File: config.mk
export PLATFORM = sky130hd
export DESIGN_NAME = hazard_ctrl_unit
export DESIGN_NICKNAME = d
export VERILOG_FILES = /design/src/rtl/hazard_ctrl_unit.sv
export SDC_FILE = /design/constraint.sdc
export NUM_CORES = 1
export LEC_CHECK = 0
export BUFFER_PORTS_ARGS = -buffer_cell sky130_fd_sc_hd__buf_2
export CORE_ASPECT_RATIO = 1.2
export CORE_UTILIZATION = 30
export CTS_CLUSTER_SIZE = 40
export DETAILED_ROUTE_END_ITERATION = 10
export GPL_ROUTABILITY_DRIVEN = 0
export PLACE_DENSITY = 0.66
export SYNTH_ARGS = -nofsm -noshare
export SYNTH_HDL_FRONTEND = slang
export SYNTH_SLANG_ARGS = --single-unit
File: constraint.sdc
create_clock -name clk -period 2.05 [get_ports clk]
set_clock_uncertainty 0.15 [all_clocks]
set_input_delay 0.1025 -clock clk [delete_from_list [all_inputs] [get_ports clk]]
set_output_delay 0.1025 -clock clk [all_outputs]
set_load 0.005 [all_outputs]
File: src/rtl/hazard_ctrl_unit.sv
// Hazard controller for the 5-stage core: EX operand forwarding, load-use stall FSM, branch flush.
// Optional perf counters (stall_cnt/flush_cnt) are built when HAZARD_PERF_CNT_EN is defined.
module hazard_ctrl_unit #(
  parameter int AW       = 5,
  parameter int NUM_SRC  = 2,
  parameter int LOAD_LAT = 1,
  parameter int CNT_W    = 32
) (
  input  logic                  clk,
  input  logic                  rst_n,
  input  logic                  RegWrite_M,
  input  logic                  RegWrite_W,
  input  logic [AW-1:0]         rd_M,
  input  logic [AW-1:0]         rd_W,
  input  logic [NUM_SRC*AW-1:0] rs_E,
  input  logic [NUM_SRC*AW-1:0] rs_D,
  input  logic [NUM_SRC-1:0]    rs_used_D,
  input  logic                  MemRead_E,
  input  logic [AW-1:0]         rd_E,
  input  logic                  PCSrc_E,
  output logic [2*NUM_SRC-1:0]  Forward_E,
  output logic                  Stall_F,
  output logic                  Stall_D,
  output logic                  Flush_D,
  output logic                  Flush_E
`ifdef HAZARD_PERF_CNT_EN
  ,
  output logic [CNT_W-1:0]      stall_cnt,
  output logic [CNT_W-1:0]      flush_cnt
`endif
);

  typedef enum logic {RUN, LSTALL} state_t;

  // The RUN cycle that detects the hit is the first stall cycle.
  localparam logic [7:0] CNT_INIT = (LOAD_LAT > 1) ? 8'(LOAD_LAT - 2) : 8'd0;

  state_t                 state_q, state_d;
  logic   [7:0]           cnt_q, cnt_d;
  logic   [2*NUM_SRC-1:0] fwd_c;
  logic                   lu_hit;
  logic                   stall_c, flush_d_c, flush_e_c;

  always_comb begin
    fwd_c  = '0;
    lu_hit = 1'b0;
    for (int i = 0; i < NUM_SRC; i++) begin
      if (RegWrite_M && rd_M != '0 && rd_M == rs_E[i*AW +: AW])
        fwd_c[2*i +: 2] = 2'b10;
      else if (RegWrite_W && rd_W != '0 && rd_W == rs_E[i*AW +: AW])
        fwd_c[2*i +: 2] = 2'b01;
      if (rs_used_D[i] && rs_D[i*AW +: AW] == rd_E)
        lu_hit = 1'b1;
    end
    lu_hit = lu_hit && MemRead_E && (rd_E != '0);
  end

  always_comb begin
    state_d   = state_q;
    cnt_d     = cnt_q;
    stall_c   = 1'b0;
    flush_d_c = 1'b0;
    flush_e_c = 1'b0;
    case (state_q)
      RUN: begin
        if (PCSrc_E) begin
          flush_d_c = 1'b1;
          flush_e_c = 1'b1;
        end else if (lu_hit) begin
          stall_c   = 1'b1;
          flush_e_c = 1'b1;
          if (LOAD_LAT > 1) begin
            state_d = LSTALL;
            cnt_d   = CNT_INIT;
          end
        end
      end
      LSTALL: begin
        if (PCSrc_E) begin
          flush_d_c = 1'b1;
          flush_e_c = 1'b1;
          state_d   = RUN;
        end else begin
          stall_c   = 1'b1;
          flush_e_c = 1'b1;
          if (cnt_q == 8'd0) state_d = RUN;
          else               cnt_d   = cnt_q - 8'd1;
        end
      end
      default: state_d = RUN;
    endcase
  end

  always_ff @(posedge clk or negedge rst_n) begin
    if (!rst_n) begin
      state_q <= RUN;
      cnt_q   <= 8'd0;
    end else begin
      state_q <= state_d;
      cnt_q   <= cnt_d;
    end
  end

  // Gating with rst_n makes every output drop the moment reset is asserted.
  assign Forward_E = rst_n ? fwd_c : '0;
  assign Stall_F   = rst_n & stall_c;
  assign Stall_D   = rst_n & stall_c;
  assign Flush_D   = rst_n & flush_d_c;
  assign Flush_E   = rst_n & flush_e_c;

`ifdef HAZARD_PERF_CNT_EN
  logic [CNT_W-1:0] stall_cnt_q, flush_cnt_q;

  always_ff @(posedge clk or negedge rst_n) begin
    if (!rst_n) begin
      stall_cnt_q <= '0;
      flush_cnt_q <= '0;
    end else begin
      if (Stall_F && stall_cnt_q != '1) stall_cnt_q <= stall_cnt_q + 1'b1;
      if (Flush_D && flush_cnt_q != '1) flush_cnt_q <= flush_cnt_q + 1'b1;
    end
  end

  assign stall_cnt = stall_cnt_q;
  assign flush_cnt = flush_cnt_q;
`else
  logic unused_cnt_w;
  assign unused_cnt_w = (CNT_W > 0);
`endif

endmodule
==> results.md <==
- Status: complete, no violations
- Fin util: 0.438
- Chip width: 51.5 µm
- Setup Viol. Count Final: 0
- Worst r2r path cells: 5
- Final net count: 197
- Fillers: 287
- Most frequent cells after synthesis: xor2_1 (22), xnor2_1 (15), dfrtp_1 (9), nand3_1 (6)
- First-pass GRT wire length: 3410 µm
- Via count: 876
- CTS tree: yes
- HPWL after DPL: 1860 µm
- Fin crit period: 1.87 ns
- Routed length per instance: 11.9 µm
- Detailed-route wire length: 2200 µm
- Clock Sink Count: 9
- Critical-path cell list: buf_2 -> dlygate4sd3_1 -> buf_4 -> nor2b_1 -> nand2_1 -> o21ai_0 -> buf_2
- Slowest stage cell, crit path: dlygate4sd3_1
- Worst Setup Path Type: in -> out
- Non-Filler Cell Area, Final: 1220 µm²
- Std cell rows: 21
- Crit-path max FO: 13
- Seq cells post-synth: 9
- Cell taking the most area after synthesis: dfrtp_1
- Chip Height: 61.4 µm
- Top_reg_cell synth: dfrtp_1
- Slew headroom: 0.686
- Starting Density: 0.316
- Slew Limit Fails: 0
- Clk slew on worst S/H paths: 0.06 ns
- Seq/Total Area, Yosys: 0.256
- Setup TNS: 0 ns
- Total gr overflow: 0
- Initial antenna violation count: 0
- Buf/Inv on CP: 4
- Num CTS Buffers: 3
- Synth Warn #: 0
- Number of max-cap violations: 0
- Power per cell area: 430 nW/µm²
- Overall fraction of global-route tracks in use: 0.148
- Most common cell in the netlist: xor2_1
- Insertion delay to the later sink of the worst-skew pair: 0.27 ns
- ANT cells: 0
- Crit. path cell count: 7
- H-Tree Depth: 1
- Layout cell share with drive strength beyond 1: 0.404
- Max incr delay on CP: 0.56 ns
- CP Capture Type: output pin
- Top cells by area, synth: dfrtp_1 (26%), xor2_1 (22%), xnor2_1 (15%)
- Synth-to-Final Area Change: 38.5%
- Worst Setup Start Kind: primary input
- DRC violations left: 0
- Total power: 0.525 mW
- Area share of the largest cell type after synthesis: 0.256
- Final worst-path cycle share: 0.910
- Largest net degree at the start of global routing: 14
- Max Buffers Root-to-Sink: 2
- Detailed Route Iter0 Violations: 11
- Post-synth cell types: 25
- Fmax: 536 MHz
- Post-Synthesis Cells: 95
- IO Count: 51
- Family with the most delay on the worst path: buffers and inverters
- Arr. time, crit path: 1.61 ns
- DP Cell Count: 179
- Syn nets: 140
- Cts repair resizes: 0
- Postcts setup bufs: 0
- Unrepaired setup endpoints after global routing: false
- Pre-Repair DR Iteration Count: 4
- Fin Hold WS: 0.220 ns
- Cell Area, Placed: 1170 µm²
- CORE AREA: 2790 µm²
- R2R Setup Slk: 0.37 ns
- Number of global-route vias before repair: 820
- Non-filler instance count after layout: 185
- Hold Violations, Final: 0
- Worst setup margin: 0.185 ns
- Antenna viol nets, final: 0
- Via-per-instance ratio: 4.74
- Syn_area_per_cell: 9.27 µm²
- Worst Path Required: 1.80 ns
- Worst VDD drop: 270 µV
- Worst-margin pin slew: 0.472 ns
- Post-Syn Area: 881 µm²
- Most common cell on crit path: buf_2
- Port bufs: 50
- Root buf cell: clkbuf_4
- Placement Setup Slack: 0.363 ns
- Full die area: 3160 µm²
- Synth async-reset ratio: 1.00
- Number of flops mapped to enable cells by yosys: 0
- HP Class: in -> async
- P_leak: 0.562 nW
kinds of logic (layout without fill, tap and decap cells):
| group | Yosys count | count (layout) | synth area share |
|---|---|---|---|
| AO/OA/AOI/OAI | 9 | 9 | 0.0895 |
| flip-flops | 9 | 9 | 0.256 |
| buffers and inverters | 4 | 60 | 0.0213 |
| AND/OR/NAND/NOR | 34 | 34 | 0.237 |
| adder cells (fa/ha/maj) | 2 | 2 | 0.0284 |
| XOR/XNOR | 37 | 37 | 0.368 |
tightest hold or removal path, delay by kind of cell:
kind / cells / cell delay [ns]
buffers and inverters: 3 / 0.88
what timing repair did:
action | CTS | global route
hold buffers | 2 | 0
endpoints found under the setup margin | 0 | 0
hold endpoints to repair | 10 | 0
state kept, by name (all words and copies together) (netlist names):
signal and flops:
cnt_q 8, state_q 1
where the power goes:
group / switching (mW) / total (mW) / internal [mW]
clock: 0.0644 / 0.140 / 0.0752
combinational: 0.0912 / 0.183 / 0.0914
sequential: 0.0121 / 0.203 / 0.191
per-layer routing:
layer	GRT usage	wire [µm]	share of wire
met5	0	0	0
met3	0.0123	105	0.048
met2	0.278	1190	0.54
met4	0.0811	36	0.016
met1	0.164	866	0.39
layout by cell type, fill, tap and decap left out:
master and n:
a21oi_1 1, buf_2 50, nor4_2 3, nor4_1 5, o211ai_1 1, inv_1 3, clkbuf_1 1, ha_1 2
nor2_1 4, and2_1 1, and2_2 2, clkbuf_4 3, dfrtp_1 9, dlygate4sd3_1 2, xnor2_1 15, o21ai_0 2
or4_1 5, nand2_1 5, buf_4 1, and2_0 1, nand3_1 6, xor2_1 22, a311oi_4 1, nor3_1 1
o21a_1 1, o21ai_2 1, o21ai_1 1, nor2b_1 1, a32oi_1 1
final timing paths:
kind / start / endpoint
worst min-delay path: rst_n / state_q
worst max register to register: cnt_q[0] / cnt_q[4]
min in group clk: cnt_q[7] / cnt_q[7]
worst max-delay path: rst_n / Stall_F
max in group asynchronous: rst_n / cnt_q[6]
worst min register to register: cnt_q[7] / cnt_q[7]
layout make-up:
| class | instances | area (µm²) | area share |
|---|---|---|---|
| Sequential cell | 9 | 225 | 0.185 |
| Timing Repair Buffer | 53 | 278 | 0.228 |
| Inverter | 3 | 11.3 | 0.00923 |
| Clock buffer | 4 | 26.3 | 0.0215 |
| Tap cell | 34 | 42.5 | 0.0349 |
| Multi-Input combinational cell | 82 | 637 | 0.522 |
No activity file was read; power rests on OpenSTA's default activity.
